`src/rtl/hazard_unit_pkg.sv`:
```
// Package: mips_defs
// Shared definitions for the five-stage MIPS core: opcode and funct
// encodings (also used by the control unit), register-index width, the
// shadow-pipeline entry layout and the per-instruction register-use record.
package mips_defs;

   localparam int REG_W = 5;

   // Primary opcodes (instr[31:26])
   localparam logic [5:0] OP_RTYPE = 6'h00;
   localparam logic [5:0] OP_J     = 6'h02;
   localparam logic [5:0] OP_BEQ   = 6'h04;
   localparam logic [5:0] OP_BNE   = 6'h05;
   localparam logic [5:0] OP_ADDI  = 6'h08;
   localparam logic [5:0] OP_ADDIU = 6'h09;
   localparam logic [5:0] OP_ANDI  = 6'h0c;
   localparam logic [5:0] OP_ORI   = 6'h0d;
   localparam logic [5:0] OP_XORI  = 6'h0e;
   localparam logic [5:0] OP_LW    = 6'h23;
   localparam logic [5:0] OP_SW    = 6'h2b;

   // R-type funct codes (instr[5:0]) that read rs/rt and write rd
   localparam logic [5:0] FN_ADD  = 6'h20;
   localparam logic [5:0] FN_NOR  = 6'h27;
   localparam logic [5:0] FN_SLT  = 6'h2a;

   // One shadow-pipeline entry: an older instruction's pending write
   typedef struct packed {
      logic             valid;
      logic [REG_W-1:0] dst;
      logic             memread;
   } shadow_t;

   // Register usage of the instruction sitting in ID
   typedef struct packed {
      logic             rs_used;
      logic             rt_used;
      logic [REG_W-1:0] rs;
      logic [REG_W-1:0] rt;
      logic             wr;
      logic [REG_W-1:0] dst;
      logic             memread;
      logic             jump;
   } reg_use_t;

   // ALU R-type group: add..nor (0x20-0x27) plus slt
   function automatic logic is_alu_funct(input logic [5:0] fn);
      return ((fn >= FN_ADD) && (fn <= FN_NOR)) || (fn == FN_SLT);
   endfunction

endpackage

```
`src/rtl/reg_use_decode.sv`:
```
// Module: reg_use_decode
// Combinational decode of one instruction word into its register usage.
// Ports:
//   instr  in   32-bit instruction word
//   ru     out  {rs_used, rt_used, rs, rt, wr, dst, memread, jump}
// Encodings not listed below decode as a nop (no reads, no write).
module reg_use_decode
   import mips_defs::*;
(
   input  logic [31:0] instr,
   output reg_use_t    ru
);

   logic [5:0] opcode;
   logic [5:0] funct;
   logic       unused_bits;

   assign opcode = instr[31:26];
   assign funct  = instr[5:0];

   // shamt never names a register; only sink it so it is visibly ignored
   assign unused_bits = ^instr[10:6];

   always_comb begin
      // NOTE: every field gets a default first so no path leaves a latch.
      ru         = '0;
      ru.rs      = instr[25:21];
      ru.rt      = instr[20:16];
      case (opcode)
         OP_RTYPE: begin
            if (is_alu_funct(funct)) begin
               ru.rs_used = 1'b1;
               ru.rt_used = 1'b1;
               ru.wr      = 1'b1;
               ru.dst     = instr[15:11];
            end
         end
         OP_BEQ, OP_BNE, OP_SW: begin
            ru.rs_used = 1'b1;
            ru.rt_used = 1'b1;
         end
         OP_LW: begin
            ru.rs_used = 1'b1;
            ru.wr      = 1'b1;
            ru.dst     = instr[20:16];
            ru.memread = 1'b1;
         end
         OP_ADDI, OP_ADDIU, OP_ANDI, OP_ORI, OP_XORI: begin
            ru.rs_used = 1'b1;
            ru.wr      = 1'b1;
            ru.dst     = instr[20:16];
         end
         OP_J: ru.jump = 1'b1;
         default: ;
      endcase
      // $0 is hard-wired, so a write to it can never create a dependency
      if (ru.dst == '0) begin
         ru.wr = 1'b0;
      end
   end

endmodule

```
`src/rtl/hazard_unit.sv`:
```
// Module: hazard_unit
// Pipeline hazard unit beside the ID stage. Tracks the destinations of the
// instructions in EX/MEM/WB with a shadow pipeline, detects RAW hazards for
// the instruction in ID and drives hold/flush/bubble controls. Also keeps a
// saturating count of hazard-stall cycles.
// Parameters:
//   FORWARDING  1: EX/MEM forwarding exists, only load-use stalls
//               0: stall on any RAW hazard against EX or MEM
//   CNT_W       width of stall_cycles
// Ports:
//   clk, reset        clock, synchronous active-high reset
//   if_id_instr       instruction in ID
//   ex_branch_taken   branch in EX resolved taken
//   stall             bubble request to the control unit
//   pc_write          0 holds PC
//   if_id_write       0 holds IF/ID
//   if_id_flush       zero IF/ID on next edge
//   id_ex_flush       bubble ID/EX on next edge
//   stall_cycles      saturating hazard-stall cycle count
module hazard_unit
   import mips_defs::*;
#(
   parameter bit FORWARDING = 1'b1,
   parameter int CNT_W      = 16
)
(
   input  logic             clk,
   input  logic             reset,
   input  logic [31:0]      if_id_instr,
   input  logic             ex_branch_taken,
   output logic             stall,
   output logic             pc_write,
   output logic             if_id_write,
   output logic             if_id_flush,
   output logic             id_ex_flush,
   output logic [CNT_W-1:0] stall_cycles
);

   reg_use_t id_use;
   shadow_t  ex_q, mem_q, wb_q;
   shadow_t  ex_d;
   logic     hz;
   logic     unused_wb;

   reg_use_decode u_decode (
      .instr (if_id_instr),
      .ru    (id_use)
   );

   // True when stage entry e produces a register the ID instruction reads.
   // need_load restricts the match to loads (the only case forwarding
   // cannot cover).
   function automatic logic hits(input shadow_t e, input reg_use_t u,
                                 input logic need_load);
      logic match;
      match = (u.rs_used && (u.rs == e.dst)) || (u.rt_used && (u.rt == e.dst));
      return e.valid && match && (e.memread || !need_load);
   endfunction

   always_comb begin
      if (FORWARDING) begin
         hz = hits(ex_q, id_use, 1'b1);
      end else begin
         hz = hits(ex_q, id_use, 1'b0) || hits(mem_q, id_use, 1'b0);
      end
   end

   // Priority: reset / branch squash, then hazard hold, then jump flush
   always_comb begin
      stall       = 1'b0;
      pc_write    = 1'b1;
      if_id_write = 1'b1;
      if_id_flush = 1'b0;
      id_ex_flush = 1'b0;
      if (reset || ex_branch_taken) begin
         stall       = 1'b1;
         if_id_flush = 1'b1;
         id_ex_flush = 1'b1;
      end else if (hz) begin
         stall       = 1'b1;
         pc_write    = 1'b0;
         if_id_write = 1'b0;
      end else if (id_use.jump) begin
         if_id_flush = 1'b1;
      end
   end

   // A bubble enters EX whenever the control unit is told to stall
   always_comb begin
      ex_d = '0;
      if (!stall) begin
         ex_d.valid   = id_use.wr;
         ex_d.dst     = id_use.dst;
         ex_d.memread = id_use.memread;
      end
   end

   always_ff @(posedge clk) begin
      // NOTE: sequential state uses non-blocking assignments so every stage
      // samples its predecessor's pre-edge value.
      if (reset) begin
         ex_q  <= '0;
         mem_q <= '0;
         wb_q  <= '0;
      end else begin
         ex_q  <= ex_d;
         mem_q <= ex_q;
         wb_q  <= mem_q;
      end
   end

   // WB never hazards (write-first register file); its entry is kept for
   // pipeline visibility only.
   assign unused_wb = ^wb_q;

   always_ff @(posedge clk) begin
      if (reset) begin
         stall_cycles <= '0;
      end else if (hz && !ex_branch_taken && (stall_cycles != '1)) begin
         stall_cycles <= stall_cycles + 1'b1;
      end
   end

endmodule

```
`config.mk`:
```
export PLATFORM = sky130hd
export DESIGN_NAME = hazard_unit
export DESIGN_NICKNAME = d
export VERILOG_FILES = /design/src/rtl/hazard_unit_pkg.sv /design/src/rtl/reg_use_decode.sv /design/src/rtl/hazard_unit.sv
export SDC_FILE = /design/constraint.sdc
export NUM_CORES = 1
export LEC_CHECK = 0
export CORE_MARGIN = 2
export CORE_UTILIZATION = 33
export CTS_BUF_LIST = sky130_fd_sc_hd__clkbuf_4 sky130_fd_sc_hd__clkbuf_8
export DETAILED_ROUTE_END_ITERATION = 7
export PLACE_DENSITY_LB_ADDON = 0.15
export REMOVE_ABC_BUFFERS = 1
export SKIP_CTS_REPAIR_TIMING = 1
export SLEW_MARGIN = 10
export SYNTH_ARGS = -nofsm -noshare
export SYNTH_HDL_FRONTEND = slang
export SYNTH_HIERARCHICAL = 1
export SYNTH_SLANG_ARGS = --single-unit
```
`constraint.sdc`:
```
create_clock -name clk -period 3 [get_ports clk]
set_input_delay 0.6 -clock clk [delete_from_list [all_inputs] [get_ports clk]]
set_output_delay 0.6 -clock clk [all_outputs]
set_load 0.05 [all_outputs]
```
; After elaboration in Yosys (flattened, before gate mapping)
; Index checks and enable logic that the tools add are counted.
[op_classes]
add_sub_neg = 1
mul = 0
div_mod_pow = 0
magnitude_cmp = 2
eq_ne = 14
n_shift = 0
n_mux = 15
n_bitwise = 0
reduce_logical = 18
[op_table]
columns = operator, n
row1 = $eq A6 B4 Y1 const B, 5
row2 = $eq A6 B6 Y1 const B, 3
row3 = $add A16 B1 Y16 const B, 1
row4 = $ne A16 B16 Y1 const B, 1
row5 = $eq A6 B3 Y1 const B, 2
row6 = $pmux W6 S2, 1
row7 = $eq A5 B5 Y1, 2
row8 = $mux W1, 10
row9 = $reduce_or A9 Y1, 1
row10 = $logic_and A1 B1 Y1, 7
row11 = $eq A6 B2 Y1 const B, 1
row12 = $ge A6 B6 Y1 const B, 1
row13 = $le A6 B6 Y1 const B, 1
row14 = $logic_not A6 Y1, 1
row15 = $mux W6, 1
row16 = $reduce_or A3 Y1, 2
row17 = $reduce_or A6 Y1, 1
row18 = $logic_not A5 Y1, 1
row19 = $pmux W1 S2, 2
row20 = $logic_or A1 B1 Y1, 3
row21 = $mux W2, 1
row22 = $reduce_or A2 Y1, 1
row23 = $logic_not A1 Y1, 1
[word_totals]
register_bits = 23
latchBits = 0
ramBits = 0
mem_bits_ro = 0
in_bits = 35
word_cells = 54
n_memories = 0

; Longest topological paths before layout
[depth]
word_depth = 12
depth_mapped = 11
depth_no_buf = 8

; Modules after synthesis
; The synthesis kept the hierarchy.
[by_module_without_submodules]
columns = mod, instances, cells_per_inst, area_per_inst_um2, seq_area_each_um2
row1 = hazard_unit, 1, 145, 1287.5, 460.4
row2 = reg_use_decode, 1, 44, 296.5, 0.0

; Worst setup path before layout
; OpenSTA, ideal clock, no wires.
[synth_timing]
kind = input-to-output
start = input port if_id_instr[28]
end = output port if_id_flush
arrival_ns = 3.050
required_ns = 2.400
slack_ns = -0.650
stages = 9
path_buffers = 1
cell_sequence = nor2_2 -> nor4bb_1 -> and3_1 -> buf_6 -> o21bai_1 -> nand2_1 -> nor3_1 -> o21ai_0 -> o21a_1
[synth_lines]
columns = item, line_no
row1 = "start, declared", hazard_unit.sv:29  ; input logic [31:0] if_id_instr,
row2 = "end, declared", hazard_unit.sv:34  ; output logic if_id_flush,

==> metrics.txt <==
maximum level of the CTS H-tree 1; input/output buffers 50; power per standard cell area 276.9 mW/mm²; maximum resistive drop on vdd 0.1379 mV; worst setup path class in -> out; outcome complete, no violations; ratio of routed vias to standard cells 5.316; Max Freq 346.9 MHz; commonest cells after routing, fill and taps aside sky130_fd_sc_hd__clkdlybuf4s50_1 (40), sky130_fd_sc_hd__dfxtp_1 (23), sky130_fd_sc_hd__buf_4 (12), sky130_fd_sc_hd__xnor2_1 (10), sky130_fd_sc_hd__a21oi_1 (10); count of antenna-violating nets left after detailed routing 0; initial antenna violation count 0; net count reported at finish 274; internal portion of total power 0.4727 mW; Stages on worst setup path 10; cells on worst reg2reg path 6; clock tree root driver cell sky130_fd_sc_hd__clkbuf_8; via count of the routed design 1,547; sequential fraction of design power 49.0%; Slew Limit Fails 0; effective utilization at floorplan 33.99%; Switching Fraction 24.42%; CP required 2.40 ns; post-route clock period utilization 96.09%; First DRT Iteration DRCs 80; cell area after layout 0.002258 mm²; share of post-route cells with drive strength above 1 18.99%; Worst path max stage delay 0.45 ns; worst hold slack across all endpoints 0.5200 ns; register bit count reported by yosys 23; Setup-failing EPs final 0; net switching power figure 0.1527 mW; later-pin clock latency in the skew report 0.27 ns; start of the worst register-to-register path stall_cycles[0]; number of placement rows 25; leading cell type in the layout, fill and taps excluded sky130_fd_sc_hd__clkdlybuf4s50_1; CP Buf/Inv Count 4; post-detailed-routing wire length 3829 µm; worst reg2reg path endpoint stall_cycles[4]; CP top delay family buffers and inverters; post-CTS clock slew at the launch and capture registers of the worst setup and hold paths 0.08 ns; fraction of registers with async set or reset after synthesis 0%; number of top-level pins 56; worst-path fanout max 3; worst clock skew 0.003454 ns; Area growth, synth to finish 42.58%; fraction of the yosys area taken by sequential cells 29.07%; synthesized netlist cell count 189; Place WS -0.1775 ns; number of hold-slack violations in the final timing report 0; CP most frequent cell sky130_fd_sc_hd__inv_1; first drt pass iteration count 4; clock share of power 33.1%; CTS tree built; minimum period implied by the final worst setup slack 2.883 ns; number of global-route vias before repair 1,392; non-filler instance count after layout 291; sort of element at the start of the critical path input port; count of antenna diodes in the layout 0; die outline height 73.28 µm; slack of the critical path 0.1172 ns; total placed instance area 0.002122 mm²; first-pass GRT wire length 6078 µm; static leakage power 0.8241 nW; PnR Total Power 0.6254 mW; headroom to the max-slew limit 66.56%; Least-Margin Pin Slew 0.5000 ns; combinational cell fraction of total power 17.9%; TritonCTS buffer count 3; Synthesis Warnings 6; Hold Crit Class reg -> reg; final routed wire length divided by cell count 13.16 µm; slack of the worst reg-to-reg path 0.94 ns; mean instance size in the synthesized netlist 8.381 µm²; total core area 0.004661 mm²; last element of the critical path stall; overall die area 0.005370 mm²; final total negative setup slack 0 ns; max capacitance violation total 0; die boundary width 73.28 µm; Post-Route Utilization 48.46%; maximum count of clock buffers along a single path 2; pin count of the biggest net entering global routing 25; Critical Path, Cell by Cell clkdlybuf4s50_1 -> inv_1 -> o31ai_1 -> and3_1 -> o21bai_4 -> nand2_2 -> o22ai_2 -> a31oi_2 -> inv_1 -> buf_12; filler cell count 453; total half-perimeter wirelength after legalization and detailed placement 2988 µm; timing startpoint of the critical path if_id_instr[1]; Critical Path Sink Type output port; overall global routing resource usage 14.42%; number of synthesized flops with an enable pin 0; placed insts 287; DRC violation count after routing 0; Clock Sink Count 23; GRT Residual Overflow 0; slowest stage cell, crit path sky130_fd_sc_hd__clkdlybuf4s50_1; Main synth FF type sky130_fd_sc_hd__dfxtp_1; arrival time at the worst endpoint 2.28 ns; routability congestion estimate from global placement 0.8038; count of unique library cells instantiated by Yosys 49; post-synthesis instance area 0.001584 mm²
==> cell usage after synthesis (2+ instances only) <==
| library cell | count | area share, % |
|---|---|---|
| sky130_fd_sc_hd__o41ai_1 | 2 | 1.1 |
| sky130_fd_sc_hd__o21bai_1 | 2 | 0.95 |
| sky130_fd_sc_hd__nor4_2 | 2 | 1.6 |
| sky130_fd_sc_hd__or2_2 | 3 | 1.2 |
| sky130_fd_sc_hd__mux2_1 | 4 | 2.8 |
| sky130_fd_sc_hd__and3_1 | 4 | 1.6 |
| sky130_fd_sc_hd__o31ai_1 | 8 | 3.8 |
| sky130_fd_sc_hd__nand4_1 | 7 | 2.8 |
| sky130_fd_sc_hd__nor2_2 | 2 | 0.79 |
| sky130_fd_sc_hd__xnor2_1 | 10 | 5.5 |
| sky130_fd_sc_hd__clkbuf_1 | 2 | 0.47 |
| sky130_fd_sc_hd__nor3_1 | 8 | 2.5 |
| sky130_fd_sc_hd__nand3_1 | 9 | 2.8 |
| sky130_fd_sc_hd__buf_6 | 3 | 2.1 |
| sky130_fd_sc_hd__dfxtp_1 | 23 | 29 |
| sky130_fd_sc_hd__nor3b_1 | 2 | 0.95 |
| sky130_fd_sc_hd__a21oi_1 | 10 | 3.2 |
| sky130_fd_sc_hd__and2_1 | 7 | 2.8 |
| sky130_fd_sc_hd__nor2_1 | 8 | 1.9 |
| sky130_fd_sc_hd__nor2b_1 | 4 | 1.6 |
| sky130_fd_sc_hd__o311ai_1 | 2 | 1.1 |
| sky130_fd_sc_hd__o21ai_0 | 4 | 1.3 |
| sky130_fd_sc_hd__or4_1 | 8 | 3.8 |
| sky130_fd_sc_hd__nand2b_1 | 2 | 0.79 |
| sky130_fd_sc_hd__a22o_1 | 6 | 3.3 |
| sky130_fd_sc_hd__inv_1 | 5 | 1.2 |
| sky130_fd_sc_hd__buf_4 | 11 | 5.2 |
| sky130_fd_sc_hd__nand2_1 | 10 | 2.4 |
==> layer usage <==
layer	vias to the layer above	GRT usage (%)	share of wire, %
met2	38	25.73	49
met5	-	0	0
met4	0	3.704	0.89
met1	714	16.72	45
li1	790	-	-
met3	5	4.252	4.9
==> final cells by class <==
class	count	area, µm²	area share (%)
clock buffer	4	48.80	2.161
timing repair buffer	62	626.9	27.76
tap	54	67.56	2.992
multi-input combinational	143	1036	45.87
inverter	5	18.77	0.8310
sequential	23	460.4	20.39
==> how the worst min path moves through the flow <==
stage	from	depth (start not counted)	slack (ns)	end
2_1_floorplan	ex_q[6]	2	0.66	ex_q[1]
3_3_place_gp	stall_cycles[11]	2	0.50	stall_cycles[11]
3_5_place_dp	stall_cycles[0]	2	0.50	stall_cycles[0]
4_1_cts	stall_cycles[15]	2	0.52	stall_cycles[15]
5_1_grt	stall_cycles[15]	2	0.54	stall_cycles[15]
6_report	stall_cycles[15]	2	0.52	stall_cycles[15]
==> power groups by stage <==
stage / sequential [mW] / clock, mW / combinational, mW
CTS: 0.307 / 0.214 / 0.107
global route: 0.307 / 0.230 / 0.119
detailed placement: 0.314 / 0 / 0.107
global placement: 0.314 / 0 / 0.107
finish: 0.306 / 0.207 / 0.112
floorplan: 0.314 / 0 / 0.0356
==> cells by family after synthesis <==
family / Yosys count / share of synthesized area (%)
buffers and inverters: 23 / 9.557
AO/OA/AOI/OAI: 40 / 17.46
multiplexers: 4 / 2.843
adder cells (fa/ha/maj): 1 / 0.7898
AND/OR/NAND/NOR: 88 / 34.76
XOR/XNOR: 10 / 5.529
flip-flops: 23 / 29.07
==> state kept, by name (all words and copies together), names as in the netlist <==
name          cells
ex_q              7
stall_cycles     16
==> worst min-delay path, stage by stage (launching register included) <==
cell	delay, ns
sky130_fd_sc_hd__dfxtp_1	0.35
sky130_fd_sc_hd__o31ai_1	0.07
sky130_fd_sc_hd__a21oi_1	0.05
Power figures use the tool's default switching activity.
